<file path="src/rtl/i2c_eeprom_target.sv">
// I2C target emulating a 24Cxx-style EEPROM with 8-bit word pointer.
// Optional AXI-Stream tap of written bytes: define I2C_TGT_AXIS_EN.
module i2c_eeprom_target #(
  parameter logic [6:0] TARGET_ADDR = 7'h50,
  parameter int         MEM_DEPTH   = 256
) (
  input  logic       S_AXI_ACLK,
  input  logic       S_AXI_ARESETN,
  input  logic       i_i2c_sda,
  input  logic       i_i2c_scl,
  output logic       o_i2c_sda,
  output logic       o_i2c_scl,
  output logic       o_busy,
  output logic [7:0] o_ptr
`ifdef I2C_TGT_AXIS_EN
  ,
  output logic       M_AXIS_TVALID,
  input  logic       M_AXIS_TREADY,
  output logic [7:0] M_AXIS_TDATA,
  output logic       M_AXIS_TLAST
`endif
);

  localparam int AW = (MEM_DEPTH > 1) ? $clog2(MEM_DEPTH) : 1;
  localparam logic [7:0] PMASK = 8'(MEM_DEPTH - 1);

  typedef enum logic [3:0] {
    IDLE, ADDR, ADDR_ACK, PTR, PTR_ACK,
    WDATA, WDATA_ACK, RDATA, RACK_WAIT, IGNORE
  } state_t;

  state_t      state, state_n;
  logic        phase, phase_n;
  logic [3:0]  cnt, cnt_n;
  logic [7:0]  shreg, shreg_n;
  logic [7:0]  ptr, ptr_n;
  logic        busy, busy_n;
  logic        sda_o, sda_n;
  logic        rw, rw_n;
  logic        nack, nack_n;
  logic        mem_we;
  logic [7:0]  byte_in;
  logic [7:0]  mem_rd;
  logic [7:0]  ptr_inc;
  logic        full;

  logic [7:0]  mem [MEM_DEPTH];

  logic scl_m, scl_s, scl_q;
  logic sda_m, sda_s, sda_q;
  logic scl_rise, scl_fall, start, stop;

  always_ff @(posedge S_AXI_ACLK) begin
    if (!S_AXI_ARESETN) begin
      scl_m <= 1'b1;
      scl_s <= 1'b1;
      scl_q <= 1'b1;
      sda_m <= 1'b1;
      sda_s <= 1'b1;
      sda_q <= 1'b1;
    end else begin
      scl_m <= i_i2c_scl;
      scl_s <= scl_m;
      scl_q <= scl_s;
      sda_m <= i_i2c_sda;
      sda_s <= sda_m;
      sda_q <= sda_s;
    end
  end

  assign scl_rise = scl_s & ~scl_q;
  assign scl_fall = ~scl_s & scl_q;
  assign start = scl_s & scl_q & sda_q & ~sda_s;
  assign stop  = scl_s & scl_q & ~sda_q & sda_s;

  assign byte_in = {shreg[6:0], sda_s};
  assign mem_rd  = mem[ptr[AW-1:0]];
  assign ptr_inc = (ptr + 8'd1) & PMASK;

  assign o_i2c_sda = sda_o;
  assign o_i2c_scl = 1'b1;
  assign o_busy    = busy;
  assign o_ptr     = ptr;

  always_ff @(posedge S_AXI_ACLK) begin
    if (!S_AXI_ARESETN) begin
      state <= IDLE;
      phase <= 1'b0;
      cnt   <= 4'd0;
      shreg <= 8'd0;
      ptr   <= 8'd0;
      busy  <= 1'b0;
      sda_o <= 1'b1;
      rw    <= 1'b0;
      nack  <= 1'b0;
    end else begin
      state <= state_n;
      phase <= phase_n;
      cnt   <= cnt_n;
      shreg <= shreg_n;
      ptr   <= ptr_n;
      busy  <= busy_n;
      sda_o <= sda_n;
      rw    <= rw_n;
      nack  <= nack_n;
    end
  end

  always_ff @(posedge S_AXI_ACLK) begin
    if (mem_we) mem[ptr[AW-1:0]] <= byte_in;
  end

  always_comb begin
    state_n = state;
    phase_n = phase;
    cnt_n   = cnt;
    shreg_n = shreg;
    ptr_n   = ptr;
    busy_n  = busy;
    sda_n   = sda_o;
    rw_n    = rw;
    nack_n  = nack;
    mem_we  = 1'b0;
    if (start) begin
      state_n = ADDR;
      cnt_n   = 4'd0;
      phase_n = 1'b0;
      sda_n   = 1'b1;
      busy_n  = 1'b0;
    end else if (stop) begin
      state_n = IDLE;
      sda_n   = 1'b1;
      busy_n  = 1'b0;
    end else begin
      unique case (state)
        ADDR: if (scl_rise) begin
          shreg_n = byte_in;
          cnt_n   = cnt + 4'd1;
          if (cnt == 4'd7) begin
            if (byte_in[7:1] == TARGET_ADDR) begin
              state_n = ADDR_ACK;
              phase_n = 1'b0;
              busy_n  = 1'b1;
              rw_n    = byte_in[0];
            end else begin
              state_n = IGNORE;
            end
          end
        end
        ADDR_ACK: if (scl_fall) begin
          if (!phase) begin
            sda_n   = 1'b0;
            phase_n = 1'b1;
          end else if (rw) begin
            // first read byte goes out on the same fall that ends the ACK
            shreg_n = mem_rd;
            sda_n   = mem_rd[7];
            ptr_n   = ptr_inc;
            cnt_n   = 4'd0;
            state_n = RDATA;
          end else begin
            sda_n   = 1'b1;
            cnt_n   = 4'd0;
            state_n = PTR;
          end
        end
        PTR: if (scl_rise) begin
          shreg_n = byte_in;
          cnt_n   = cnt + 4'd1;
          if (cnt == 4'd7) begin
            ptr_n   = byte_in & PMASK;
            state_n = PTR_ACK;
            phase_n = 1'b0;
          end
        end
        PTR_ACK: if (scl_fall) begin
          if (!phase) begin
            sda_n   = 1'b0;
            phase_n = 1'b1;
          end else begin
            sda_n   = 1'b1;
            cnt_n   = 4'd0;
            state_n = WDATA;
          end
        end
        WDATA: if (scl_rise) begin
          shreg_n = byte_in;
          cnt_n   = cnt + 4'd1;
          if (cnt == 4'd7) begin
            nack_n  = full;
            mem_we  = ~full;
            if (!full) ptr_n = ptr_inc;
            state_n = WDATA_ACK;
            phase_n = 1'b0;
          end
        end
        WDATA_ACK: if (scl_fall) begin
          if (!phase) begin
            sda_n   = nack;
            phase_n = 1'b1;
          end else begin
            sda_n   = 1'b1;
            cnt_n   = 4'd0;
            state_n = WDATA;
          end
        end
        RDATA: begin
          if (scl_rise) cnt_n = cnt + 4'd1;
          if (scl_fall) begin
            if (cnt == 4'd8) begin
              sda_n   = 1'b1;
              phase_n = 1'b0;
              state_n = RACK_WAIT;
            end else begin
              shreg_n = {shreg[6:0], 1'b0};
              sda_n   = shreg[6];
            end
          end
        end
        RACK_WAIT: begin
          if (scl_rise) begin
            if (sda_s) state_n = IGNORE;
            else       phase_n = 1'b1;
          end else if (scl_fall && phase) begin
            shreg_n = mem_rd;
            sda_n   = mem_rd[7];
            ptr_n   = ptr_inc;
            cnt_n   = 4'd0;
            state_n = RDATA;
          end
        end
        IDLE, IGNORE: ;
        default: state_n = IDLE;
      endcase
    end
  end

`ifdef I2C_TGT_AXIS_EN
  logic       tv, tl, lp, wr_txn;
  logic [7:0] td;

  assign full = tv & ~M_AXIS_TREADY;
  assign M_AXIS_TVALID = tv;
  assign M_AXIS_TDATA  = td;
  assign M_AXIS_TLAST  = tl;

  always_ff @(posedge S_AXI_ACLK) begin
    if (!S_AXI_ARESETN) begin
      wr_txn <= 1'b0;
    end else if (start || stop) begin
      wr_txn <= 1'b0;
    end else if (state == PTR_ACK) begin
      wr_txn <= 1'b1;
    end
  end

  // lp holds a pending end-of-write marker until the buffer frees up
  always_ff @(posedge S_AXI_ACLK) begin
    if (!S_AXI_ARESETN) begin
      tv <= 1'b0;
      tl <= 1'b0;
      td <= 8'd0;
      lp <= 1'b0;
    end else begin
      if (tv && M_AXIS_TREADY) begin
        tv <= 1'b0;
        tl <= 1'b0;
      end
      if (stop && wr_txn) lp <= 1'b1;
      if (mem_we) begin
        tv <= 1'b1;
        td <= byte_in;
        tl <= 1'b0;
      end else if (lp && (!tv || M_AXIS_TREADY)) begin
        tv <= 1'b1;
        td <= 8'd0;
        tl <= 1'b1;
        lp <= 1'b0;
      end
    end
  end
`else
  assign full = 1'b0;
`endif

endmodule

</file>
<file path="config.mk">
export PLATFORM = sky130hd
export DESIGN_NAME = i2c_eeprom_target
export DESIGN_NICKNAME = d
export VERILOG_FILES = /design/src/rtl/i2c_eeprom_target.sv
export SDC_FILE = /design/constraint.sdc
export NUM_CORES = 2
export LEC_CHECK = 0
export ABC_AREA = 1
export BUFFER_PORTS_ARGS = -buffer_cell sky130_fd_sc_hd__buf_4
export CORE_ASPECT_RATIO = 1.5
export CORE_UTILIZATION = 35
export DETAILED_ROUTE_END_ITERATION = 8
export SLEW_MARGIN = 15
export SYNTH_ARGS = -nofsm -noshare
export SYNTH_HDL_FRONTEND = slang
export SYNTH_SLANG_ARGS = --single-unit
</file>
<file path="constraint.sdc">
create_clock -name S_AXI_ACLK -period 5.5 [get_ports S_AXI_ACLK]
set_input_delay 0.275 -clock S_AXI_ACLK [delete_from_list [all_inputs] [get_ports S_AXI_ACLK]]
set_output_delay 0.275 -clock S_AXI_ACLK [all_outputs]
set_load 0.02 [all_outputs]
</file>
=== After elaboration in Yosys (flattened, before gate mapping) ===
Memory sizes are Yosys's and may differ from the RTL's. A register that Yosys moved wholly into a read port is not among the register bits.
Index checks and enable logic that the tools add are counted.

* Add/subtract/negate cells: 2
* Multipliers: 0
* Divide/modulo/power cells: 0
* Order comparisons: 0
* Equality and inequality tests: 56
* Shift-type cells: 0
* Mux-type cells: 75
* Bitwise operators: 15
* Reduce and logical (&&, ||, !) cells: 24

{| class="wikitable"
|+ Operator list
! operator !! count
|-
| 8-bit two-way mux || 11
|-
| 4-bit two-way mux || 21
|-
| 7-bit two-way mux || 8
|-
| 4-bit != test (second input constant) || 10
|-
| 2-bit != test (second input constant) || 19
|-
| 4-bit case mux with 8 select lines || 1
|-
| 8-bit case mux with 4 select lines || 1
|-
| 15-bit AND reduction || 2
|-
| 1-bit two-way mux || 28
|-
| 7-bit case mux with 4 select lines || 1
|-
| 12-bit AND reduction || 2
|-
| 4-bit by 3-bit equality test with 1-bit output (second input constant) || 5
|-
| 2-bit by 1-bit != test with 1-bit output (second input constant) || 8
|-
| 7-bit AND reduction || 2
|-
| 4-bit equality test (second input constant) || 3
|-
| 4-bit case mux with 3 select lines || 1
|-
| 11-bit AND reduction || 1
|-
| 5-bit != test (second input constant) || 2
|-
| 5-bit nonzero test || 2
|-
| 3-bit != test (second input constant) || 3
|-
| 3-bit OR reduction || 3
|-
| 8-bit by 1-bit adder with 8-bit output (second input constant) || 1
|-
| 4-bit by 2-bit equality test with 1-bit output (second input constant) || 2
|-
| 4-bit by 1-bit != test with 1-bit output (second input constant) || 2
|-
| 16 further kinds || 33
|}

* Register bits after elaboration: 33
* Bits in latches: 0
* RAM bits: 2048
* Memory bits (read-only): 0
* Output and inout bits: 11
* Memories kept: 1

{| class="wikitable"
|+ Memories
! memory !! depth !! bits a word !! read ports !! clocked after Yosys merged registers in !! write ports !! RTL line !! text
|-
| mem || 256 || 8 || 1 || 1 || 1 || 47 || <nowiki>logic [7:0] mem [MEM_DEPTH];</nowiki>
|}

=== Longest topological paths before layout ===
* Word-level depth: 8
* Mapped depth: 18
* Depth with buffers taken out: 15

=== Worst setup path after synthesis ===
Ideal clock, no wire load.

* Kind: register to register
* Start: reg sda_s
* End: mem mem[203][0], enable pin
* Arrival: 5.270 ns
* Required time: 5.105 ns
* Path slack: -0.165 ns
* Cell stages (with the launch flop): 9
* Buffers on the path: 0
* Path through: dfxtp_1 inv_2 nand4_1 inv_2 nor2_2 nand3_4 inv_2 nand2_1 nor4_1

* Cells in the longest elaborated chain, start to end: 5

{| class="wikitable"
|+ Ends and longest elaborated chain
! element !! RTL line !! text
|-
| start: declaration || 50 || <nowiki>logic sda_m, sda_s, sda_q;</nowiki>
|-
| start signal: assignment || 66 || <nowiki>sda_s <= sda_m;</nowiki>
|-
| 1-bit bitwise AND / 1-bit inverter (equally long branches) || 74, 73 ||
|-
| 1-bit two-way mux / 1-bit bitwise AND (equally long branches) || 130, 73 ||
|-
| 1-bit two-way mux (*) || 124 || <nowiki>if (start) begin</nowiki>
|-
| 1-bit two-way mux (*) || 110 || <nowiki>if (mem_we) mem[ptr[AW-1:0]] <= byte_in;</nowiki>
|-
| 1-bit two-way mux (implied by the code) (*) || 110 ||
|-
| end: declaration || 47 ||
|}

Mark *: on every way between the ends. The rest lies on a longest branch, timed or not.

==> impl_metrics.yaml <==
final_layout:
  n_fill_cell: 23000
  finalNetCount: 7048
  drive_gt1_share_pct: 5.73
  area_growth_pct: 9.92
synthesis:
  yosys.area_share.simple_pct: 22.6
  async_flop_share_pct: 0
  synth_ff_type: "edfxtp_1"
  synthCells: 7240
  syn_area_per_cell_um2: 11.8
  synth_top_family_by_area: "simple AND/OR/NAND/NOR gates"
  synth-seq-cells: 2089
  synth_common_cells: "nand2_1 (2109), edfxtp_1 (2048), nand3_1 (1973)"
  synth_top_area_cell: "edfxtp_1"
  yosysMostFrequentCell: "nand2_1"
  yosys_warnings: 0
  ys_seq_area_share_pct: 72.9
  synth_xor_area_share_pct: 0.0205
  synthAdderAreaFrac_pct: 0.0879
  synth_top_cell_area_share_pct: 72.0
  synth-compound-area-share_pct: 0.904
  synth_cell_types: 46
  yosys-mux-area-fraction_pct: 0
  synth_fp_nets: 7250
  netlist_area_um2: 85400
  synth_enable_flop_cells: 2048
  synth_area_leaders: "edfxtp_1 (72%), nand3_1 (12%), nand2_1 (9.3%)"
global_routing:
  antenna_found_initial: 6
  grt_pass1_wl_mm: 359
  overflow: 0
  grt_usage_pct: 19.5
  grt_pass1_vias: 53300
  grt_max_degree: 302
sta:
  min_period_ns: 4.53
  rsz0062_at_grt: "no"
  drv_slew: 0
  max-slew-margin-rel_pct: 10.5
  fin_skew_ns: 0.0503
  hold_viol_final: 0
  worst_hold_slack_ns: 0.204
  worst_pin_slew_ns: 1.34
  setup_viol: 0
  period_share_pct: 82.4
  setup_tns_ns: 0
  max_freq_mhz: 221
outcome:
  status: "finished, final reports clean"
critical_path:
  end_kind: "flip-flop"
  worstPathCellList: "clkinv_16 > buf_12 > nand2_1 > nand3_1 > nand3_1 > nand3_1 > nand3_1 > nand3_1 > nand3_1 > nand2_1 > nand2_1 > nand3_1 > nand2_1 > a21oi_1"
  slowest_delay_ns: 0.82
  crit_fanout: 301
  cpMostUsedCell: "nand3_1"
  cpMaxStageDelayCell: "nand3_1"
  critPathArrivalTime_ns: 5.21
  worstSetupStartpointType: "flip-flop"
  path_class: "flip-flop to flip-flop"
  required_ns: 6.18
detailed_routing:
  totalWireLength_mm: 245
  avgRoutedWirePerCell_um: 23.6
  drt_iter0_markers: 6072
  drc: 0
  ant_nets: 0
  viasPerCell: 5.33
  drtPass1Iterations: 6
  vias: 55500
pwr:
  p_per_area_nw_per_um2: 516
  p_total_mw: 48.5
  ir_worst_vdd_uv: 761
  leakage_nw: 31.9
run:
  max_cap_violations: 0
floorplan:
  die_w_um: 405
  io_pins: 15
  core_area_um2: 242000
  die_h_um: 607
  rows: 221
  die_area_um2: 246000
  start_util_pct: 35.3
clock_tree:
  numCtsBuffers: 182
  cts_tree: "yes"
  cts_resized: 0
  clock_sinks: 2089
  clock_latency_ns: 0.83
  root_buffer: "clkbuf_16"
  ctsLongestPathBuffers: 4
  clk_pin_slew_ns: 0.07
  htree_levels: 4
worst_hold_path:
  min-delay-path-class: "primary input to flip-flop"
placement:
  dp.final_hpwl_mm: 140
  gp_congestion: 0.942
  port-buffer-count: 13
-- state kept, by name, indices dropped and copies added (netlist names), named ones only --
signal	flops
scl_s	1
rw	1
mem	2048
sda_m	1
o_i2c_sda	1
o_ptr	8
scl_m	1
phase	1
scl_q	1
sda_q	1
shreg	7
o_busy	1
sda_s	1
cnt	4
state	4
-- worst paths after layout --
path,startpoint,endpoint,slack (ns),cells past startpoint
setup / recovery,flip-flop,shreg[4],0.97,14
hold / removal,i_i2c_sda,sda_m,0.20,3
setup reg to reg,flip-flop,shreg[4],0.97,14
hold reg to reg,cnt[3],cnt[3],0.49,1
-- final cells by class --
cell class              instances  area (µm²)  area share (%)
clock buffers                 227        4870            5.19
repair buffers                104        1100            1.17
inverters                      65         297           0.316
well taps                    3233        4050            4.31
clock inverters                90         918           0.978
flip-flops and latches       2089       62400            66.4
diodes                         11        27.5          0.0293
multi-input cells            4596       20300            21.6
-- what timing repair did --
item	4_1_cts	5_1_grt
endpoints found under the hold margin	23	0
setup buffers	0	0
hold buffers	3	0
-- metrics by stage --
stage | util [%] | cells | instance area [µm²] | setup slack, ns
6_report | 38.8 | 10400 | 93900 | 0.970
5_1_grt | 38.8 | 10400 | 93900 | 0.916
4_1_cts | 38.8 | 10400 | 93900 | 1.32
3_5_place_dp | 36.4 | 10100 | 88100 | 1.32
3_3_place_gp | 36.4 | 10100 | 88100 | 1.30
2_1_floorplan | - | 7240 | 85400 | 0.618
-- cells by family (layout without fill, tap and decap cells) --
kind of cell             count (synthesis)  in the layout
AND/OR/NAND/NOR                       4449           4449
flip-flops                            2089           2089
buffers and inverters                  555            486
AO/OA/AOI/OAI                          138            138
adder cells (fa/ha/maj)                  6              6
XOR/XNOR                                 2              2
other                                    1             12
-- layer usage --
| layer | vias up | global-route usage, % | share of wire, % |
|---|---|---|---|
| met4 | 2 | 13.3 | 7.4 |
| met2 | 2307 | 33.4 | 50 |
| li1 | 25300 | - | - |
| met1 | 27300 | 22.8 | 36 |
| met5 | - | 0 | 0.0065 |
| met3 | 632 | 2.55 | 6.3 |
-- where the power goes --
group | switching [mW] | total, mW | internal, mW
logic | 11.8 | 15.3 | 3.52
registers | 0.821 | 20.3 | 19.5
clock network | 5.66 | 12.9 | 7.20
total | 18.3 | 48.5 | 30.2
-- critical path, delay by kind of cell, from the launching register on --
kind                   cells  cell delay, ns
buffers and inverters      2            1.08
and+or+nand+nor           11            2.41
AOI/OAI and AO/OA          1            0.06
DFF                        1            0.60
-- cell usage in the layout (no fill, tap or decap), types with 4 or more instances in the layout --
master     netlist  layout
ha_1             6       6
inv_2            8       8
clkbuf_8         0       4
nand2_4          4       4
a31oi_1          5       5
nor2_2           5       5
edfxtp_1      2048    2048
o22ai_1         24      24
o21ai_0         56      56
nand3_1       1973    1966
nor3_1          10       9
clkinv_2         0      27
diode_2          0      11
nor2_1         324     324
a21oi_1         29      29
nor3_2           3       4
nor4_2           1       4
clkbuf_16        0     187
dfxtp_4          0      12
inv_1           54      51
or2_2            4       4
buf_12           0      25
o21ai_1         11      11
nand2_1       2109    2102
clkinv_1         1      40
dfxtp_1         41      28
bufinv_16        0      20
clkbuf_1       115      36
buf_4           50      76
nand2_2          1       8
a211oi_1         4       4
nand3_2          1       8
No activity file was read; power rests on OpenSTA's default activity.
